**src/rtl/circuit2_seq.sv**
```systemverilog
// circuit2_seq: multi-cycle, resource-shared Circuit2 sequencer.
// Computes x and z from operands a, b, c using a single shared
// adder/subtractor and a single comparator, stepped by a six-state FSM.
//
// Ports:
//   clk        rising-edge clock
//   rst        synchronous active-high reset
//   start      request, sampled only while idle
//   a, b, c    unsigned operands, latched on the accepting edge
//   busy       high while an operation is in flight
//   done       one-cycle pulse in the cycle after x/z update
//   x, z       registered results, held until the next completed operation
module circuit2_seq #(
  parameter int unsigned DATAWIDTH = 32
) (
  input  logic                 clk,
  input  logic                 rst,
  input  logic                 start,
  input  logic [DATAWIDTH-1:0] a,
  input  logic [DATAWIDTH-1:0] b,
  input  logic [DATAWIDTH-1:0] c,
  output logic                 busy,
  output logic                 done,
  output logic [DATAWIDTH-1:0] x,
  output logic [DATAWIDTH-1:0] z
);

  typedef enum logic [2:0] {
    IDLE    = 3'd0,
    CALC_D  = 3'd1,
    CALC_E  = 3'd2,
    CALC_F  = 3'd3,
    COMPARE = 3'd4,
    WRITE   = 3'd5
  } state_t;

  state_t               state, state_n;
  logic [DATAWIDTH-1:0] op_a, op_b, op_c;
  logic [DATAWIDTH-1:0] op_a_n, op_b_n, op_c_n;
  logic [DATAWIDTH-1:0] d, e, f, g, h;
  logic [DATAWIDTH-1:0] d_n, e_n, f_n, g_n, h_n;
  logic                 lt_r, eq_r, lt_r_n, eq_r_n;
  logic                 busy_n, done_n;
  logic [DATAWIDTH-1:0] x_n, z_n;

  // Shared adder/subtractor: subtraction is a + ~b + 1 through the same adder.
  logic                 sub_c;
  logic [DATAWIDTH-1:0] add_b_c, add_b_eff_c, sum_c;
  assign sub_c       = (state == CALC_F);
  assign add_b_c     = (state == CALC_E) ? op_c : op_b;
  assign add_b_eff_c = sub_c ? ~add_b_c : add_b_c;
  assign sum_c       = op_a + add_b_eff_c + DATAWIDTH'(sub_c);

  // Single comparator and the select logic fed from its live outputs.
  logic                 lt_c, eq_c;
  logic [DATAWIDTH-1:0] g_c, h_c;
  assign lt_c = (d < e);
  assign eq_c = (d == e);
  assign g_c  = lt_c ? e : d;
  assign h_c  = eq_c ? f : g_c;

  // State and datapath registers.
  always_ff @(posedge clk) begin
    if (rst) begin
      state <= IDLE;
      op_a  <= '0;
      op_b  <= '0;
      op_c  <= '0;
      d     <= '0;
      e     <= '0;
      f     <= '0;
      g     <= '0;
      h     <= '0;
      lt_r  <= 1'b0;
      eq_r  <= 1'b0;
      busy  <= 1'b0;
      done  <= 1'b0;
      x     <= '0;
      z     <= '0;
    end else begin
      state <= state_n;
      op_a  <= op_a_n;
      op_b  <= op_b_n;
      op_c  <= op_c_n;
      d     <= d_n;
      e     <= e_n;
      f     <= f_n;
      g     <= g_n;
      h     <= h_n;
      lt_r  <= lt_r_n;
      eq_r  <= eq_r_n;
      busy  <= busy_n;
      done  <= done_n;
      x     <= x_n;
      z     <= z_n;
    end
  end

  // Next-state and next-register values.
  always_comb begin
    state_n = state;
    op_a_n  = op_a;
    op_b_n  = op_b;
    op_c_n  = op_c;
    d_n     = d;
    e_n     = e;
    f_n     = f;
    g_n     = g;
    h_n     = h;
    lt_r_n  = lt_r;
    eq_r_n  = eq_r;
    done_n  = 1'b0;
    x_n     = x;
    z_n     = z;

    case (state)
      IDLE: begin
        if (start) begin
          op_a_n  = a;
          op_b_n  = b;
          op_c_n  = c;
          state_n = CALC_D;
        end
      end
      CALC_D: begin
        d_n     = sum_c;
        state_n = CALC_E;
      end
      CALC_E: begin
        e_n     = sum_c;
        state_n = CALC_F;
      end
      CALC_F: begin
        f_n     = sum_c;
        state_n = COMPARE;
      end
      COMPARE: begin
        lt_r_n  = lt_c;
        eq_r_n  = eq_c;
        g_n     = g_c;
        h_n     = h_c;
        state_n = WRITE;
      end
      WRITE: begin
        x_n     = lt_r ? {g[DATAWIDTH-2:0], 1'b0} : g;
        z_n     = eq_r ? {1'b0, h[DATAWIDTH-1:1]} : h;
        done_n  = 1'b1;
        state_n = IDLE;
      end
      default: state_n = IDLE;
    endcase

    busy_n = (state_n != IDLE);
  end

endmodule

```
**config.mk**
```make
export PLATFORM = sky130hd
export DESIGN_NAME = circuit2_seq
export DESIGN_NICKNAME = d
export VERILOG_FILES = /design/src/rtl/circuit2_seq.sv
export SDC_FILE = /design/constraint.sdc
export NUM_CORES = 1
export LEC_CHECK = 0
export BUFFER_PORTS_ARGS = -buffer_cell sky130_fd_sc_hd__buf_2
export CORE_MARGIN = 5
export CORE_UTILIZATION = 50
export DETAILED_ROUTE_END_ITERATION = 7
export PLACE_DENSITY = 0.75
export SYNTH_ARGS = -nofsm -noshare
export SYNTH_HDL_FRONTEND = slang
export SYNTH_SLANG_ARGS = --single-unit
```
**constraint.sdc**
```tcl
create_clock -name clk -period 5.4 [get_ports clk]
set_clock_uncertainty 0.05 [all_clocks]
set_input_delay 0.27 -clock clk [delete_from_list [all_inputs] [get_ports clk]]
set_output_delay 0.27 -clock clk [all_outputs]
set_load 0.005 [all_outputs]
```
==> impl_table.tex <==
\begin{tabular}{lr}
\hline
Metric & Value \\
\hline
\multicolumn{2}{l}{\textbf{Placed design}} \\
\quad Placed Instance Area & 16400 sq um \\
\quad Placed wire-length estimate after detailed placement & 29800 microns \\
\quad Number of buffer cells added on primary ports & 164 \\
\quad Global placement routability congestion & 0.979 \\
\quad Placed cell count & 2356 \\
\multicolumn{2}{l}{\textbf{CTS}} \\
\quad CTS Root Cell & sky130\_fd\_sc\_hd\_\_clkbuf\_16 \\
\quad Clk pin slew, worst setup/hold paths & 0.06 ns \\
\quad Largest buffer count on any clock path & 3 \\
\quad Sink Count & 327 \\
\quad Post-CTS Setup Repair Bufs & 0 \\
\quad Number of gates resized after cts & 0 \\
\quad Number of buffers added by the clock tree synthesis step & 35 \\
\quad Clock tree from TritonCTS & built \\
\quad Skew-Pair Late Insertion Delay & 0.53 ns \\
\quad CTS HTree Levels & 2 \\
\multicolumn{2}{l}{\textbf{Logic synthesis}} \\
\quad Average cell area after synthesis & 8.04 sq um \\
\quad Cell area after synthesis & 15500 sq um \\
\quad Share of async-settable or async-resettable flops after synthesis & 0 \\
\quad Dominant synthesized flop cell & sky130\_fd\_sc\_hd\_\_dfxtp\_1 \\
\quad Register bit total from synthesis & 327 \\
\quad Count of warnings emitted by yosys & 0 \\
\quad Post-Synthesis Cells & 1932 \\
\quad Number of nets produced by synthesis & 2097 \\
\quad Proportion of synthesized chip area in sequential cells & 0.422 \\
\quad Number of library cell types mapped by synthesis & 64 \\
\quad Number of enable-type register cells in the synthesized netlist & 0 \\
\multicolumn{2}{l}{\textbf{STA}} \\
\quad Final Hold Vio Count & 0 \\
\quad Slew margin rel. & 0.205 \\
\quad Final count of pins violating max slew & 0 \\
\quad F\_max & 215 MHz \\
\quad Final period util & 0.860 \\
\quad Clock period minus final worst setup slack & 4.64 ns \\
\quad Actual slew at the worst max-slew pin & 1.18 ns \\
\quad Setup TNS after final layout & 0 ns \\
\quad Endpoints failing setup & 0 \\
\quad Setup repair after global routing missed its margin & false \\
\multicolumn{2}{l}{\textbf{Drt}} \\
\quad Vias per inst & 5.75 \\
\quad Count of TritonRoute iterations in the first routing pass & 6 \\
\quad DRT antenna net count & 0 \\
\quad Iteration-0 DRC count of the detailed router & 1168 \\
\quad Wire per inst & 17.7 microns \\
\quad Routed WL & 44400 microns \\
\quad Remaining routing DRC violations & 0 \\
\quad Via Count & 14400 \\
\multicolumn{2}{l}{\textbf{Pwr}} \\
\quad Leakage power figure & 7.04 nW \\
\quad Peak supply drop & 0.229 mV \\
\quad Pwr dens & 329 nW/um\^{}2 \\
\multicolumn{2}{l}{\textbf{Critical path}} \\
\quad Element type at the critical path start & register \\
\quad Worst-path maximum fanout & 66 \\
\quad Critical-path top delay cell & sky130\_fd\_sc\_hd\_\_o41ai\_2 \\
\quad Critical Path Sink Type & register \\
\quad Required time reported for the critical path endpoint & 5.80 ns \\
\quad Cell-by-cell trace of the critical path & inv\_2 > nor3\_1 > a21oi\_1 > o21ai\_0 > ha\_1 > a21o\_1 > a211o\_1 > a32oi\_1 > nand2\_1 > o41ai\_2 > nor2\_1 > a211o\_1 > o22ai\_1 \\
\quad CP dominant cell by count & sky130\_fd\_sc\_hd\_\_a211o\_1 \\
\quad Longest individual stage delay on the worst path & 1.01 ns \\
\quad Arrival time at the worst endpoint & 5.04 ns \\
\quad Critical path class & reg -> reg \\
\multicolumn{2}{l}{\textbf{GRT}} \\
\quad Total track usage & 0.251 \\
\quad Residual overflow from global routing & 0 \\
\quad Wire length of the first global-routing pass & 71300 microns \\
\quad Largest net degree at the start of global routing & 127 \\
\quad Number of global-route vias before repair & 13500 \\
\quad Initial antenna violation count & 0 \\
\multicolumn{2}{l}{\textbf{Layout}} \\
\quad Most frequent cells in the layout & sky130\_fd\_sc\_hd\_\_nand2\_1 (367), sky130\_fd\_sc\_hd\_\_dfxtp\_1 (325), sky130\_fd\_sc\_hd\_\_a21oi\_1 (268), sky130\_fd\_sc\_hd\_\_buf\_2 (163), sky130\_fd\_sc\_hd\_\_o21ai\_0 (122) \\
\quad Share of layout cells above drive strength 1 & 0.125 \\
\quad Nets & 2258 \\
\quad Antenna fix cells & 0 \\
\quad Growth of design area from synthesis to finish & 19.4\% \\
\quad Post-route standard cell area excluding fillers & 18500 sq um \\
\quad Cell Count, Final, Fillers Out & 2511 \\
\quad Most common library cell in the layout ignoring fill and taps & sky130\_fd\_sc\_hd\_\_nand2\_1 \\
\multicolumn{2}{l}{\textbf{Floorplan}} \\
\quad Die Width & 186 microns \\
\quad Top-level I/O count & 165 \\
\quad Total Die Area & 34700 sq um \\
\quad Effective utilization at floorplan & 0.508 \\
\quad Core area & 30600 sq um \\
\quad Vertical die dimension & 186 microns \\
\quad Standard-cell row count & 64 \\
\multicolumn{2}{l}{\textbf{Worst hold path}} \\
\quad HP Class & in -> reg \\
\multicolumn{2}{l}{\textbf{Run}} \\
\quad Max-cap violation count & 0 \\
\multicolumn{2}{l}{\textbf{Outcome}} \\
\quad Status & finished, final reports clean \\
\hline
\end{tabular}
worst max-delay path, delay by kind of cell (launching register included):
kind                       cells  cell delay (ns)
AOI/OAI and AO/OA              8             2.48
buffers and inverters          1             0.83
DFF                            1             0.44
adders and majority gates      1             0.39
and+or+nand+nor                3             0.34
layout make-up:
type,count,area [sq um]
Fill cell,2625,12100
Sequential cell,327,6550
Tap cell,396,495
Multi-Input combinational cell,1404,8260
Inverter,51,191
Clock buffer,47,1010
Clock inverter,12,125
Timing Repair Buffer,274,1910
synthesized netlist by cell type, types with 2 or more instances:
cell type,n,share of area
sky130_fd_sc_hd__a22oi_1,35,0.017
sky130_fd_sc_hd__a211o_1,3,0.0017
sky130_fd_sc_hd__o21a_1,6,0.0029
sky130_fd_sc_hd__o211ai_1,3,0.0015
sky130_fd_sc_hd__o31ai_1,5,0.0024
sky130_fd_sc_hd__nor2_1,116,0.028
sky130_fd_sc_hd__dfxtp_1,327,0.42
sky130_fd_sc_hd__a21oi_2,2,0.0011
sky130_fd_sc_hd__a211oi_1,72,0.035
sky130_fd_sc_hd__a2111oi_0,3,0.0017
sky130_fd_sc_hd__and2_1,2,0.00081
sky130_fd_sc_hd__a21boi_0,2,0.00097
sky130_fd_sc_hd__nand2_1,368,0.089
sky130_fd_sc_hd__xor2_1,6,0.0034
sky130_fd_sc_hd__nand4_1,30,0.012
sky130_fd_sc_hd__o2111ai_1,2,0.0011
sky130_fd_sc_hd__o311ai_0,3,0.0017
sky130_fd_sc_hd__o22ai_1,3,0.0012
sky130_fd_sc_hd__nor3_1,38,0.012
sky130_fd_sc_hd__o21bai_1,5,0.0024
sky130_fd_sc_hd__o211ai_2,3,0.0024
sky130_fd_sc_hd__o41a_1,2,0.0015
sky130_fd_sc_hd__a21o_1,24,0.012
sky130_fd_sc_hd__a21oi_1,269,0.087
sky130_fd_sc_hd__or4_1,14,0.0068
sky130_fd_sc_hd__buf_2,8,0.0026
sky130_fd_sc_hd__nand2b_1,3,0.0012
sky130_fd_sc_hd__inv_1,51,0.012
sky130_fd_sc_hd__o31a_1,2,0.0011
sky130_fd_sc_hd__ha_1,65,0.052
sky130_fd_sc_hd__nor2b_1,3,0.0012
sky130_fd_sc_hd__xnor2_1,15,0.0085
sky130_fd_sc_hd__mux2i_1,95,0.061
sky130_fd_sc_hd__nor4_1,2,0.00081
sky130_fd_sc_hd__a31oi_1,12,0.0048
sky130_fd_sc_hd__or2_2,3,0.0012
sky130_fd_sc_hd__buf_1,20,0.0048
sky130_fd_sc_hd__a41oi_1,2,0.0011
sky130_fd_sc_hd__and3_1,7,0.0028
sky130_fd_sc_hd__clkbuf_1,120,0.029
sky130_fd_sc_hd__or3_1,3,0.0012
sky130_fd_sc_hd__nand3_1,32,0.010
sky130_fd_sc_hd__nand3b_1,4,0.0019
sky130_fd_sc_hd__o21ai_0,122,0.039
timing repair:
item / CTS / global route
hold endpoints to repair: 96 / 0
endpoints found under the setup margin: 0 / 0
hold buffers: 96 / 0
power breakdown:
group	switching, mW	internal (mW)
Sequential	0.0848	2.51
Combinational	0.721	0.414
Clock	0.994	1.38
worst paths after layout:
kind,endpoint,slack (ns),start,depth (start not counted)
setup / recovery,e[30]$_SDFFE_PP0P_,0.76,state[0]$_SDFF_PP0_,13
hold / removal,done$_SDFF_PP0_,0.14,rst,2
setup reg to reg,e[30]$_SDFFE_PP0P_,0.76,state[0]$_SDFF_PP0_,13
hold reg to reg,x[0]$_SDFFE_PP0P_,0.40,x[0]$_SDFFE_PP0P_,2
per-stage QoR:
step,setup WS [ns],hold WS (ns),utilization,power (mW)
floorplan,1.67,0.324,-,3.38
global placement,0.940,0.389,0.537,3.68
detailed placement,0.889,0.395,0.537,3.70
CTS,0.856,0.152,0.606,6.11
global route,0.251,0.180,0.606,6.34
finish,0.758,0.140,0.606,6.10
layer usage:
metal | part of all wire | GRT usage | vias up
met5 | 0 | 0 | -
met4 | 0.037 | 0.0871 | 0
met3 | 0.083 | 0.0428 | 90
met2 | 0.45 | 0.403 | 571
met1 | 0.43 | 0.344 | 6657
li1 | - | - | 7122
state kept, by name, summed over array words and instances (netlist names):
signal and cells:
h 32, x 32, busy 1, g 32, op_b 32, done 1
op_c 32, state 3, f 32, e 32, eq_r 1, op_a 32
lt_r 1, d 32, z 32
kinds of logic (layout without fill, tap and decap cells):
group	count (synthesis)	after routing	synth area share
buf+inv	201	384	0.0500
fa+ha+maj	66	66	0.0537
mux	95	95	0.0612
flops	327	327	0.422
xor+xnor	21	21	0.0118
compound gates	592	592	0.229
simple gates	630	630	0.173
(Power assumes the default switching activity.)
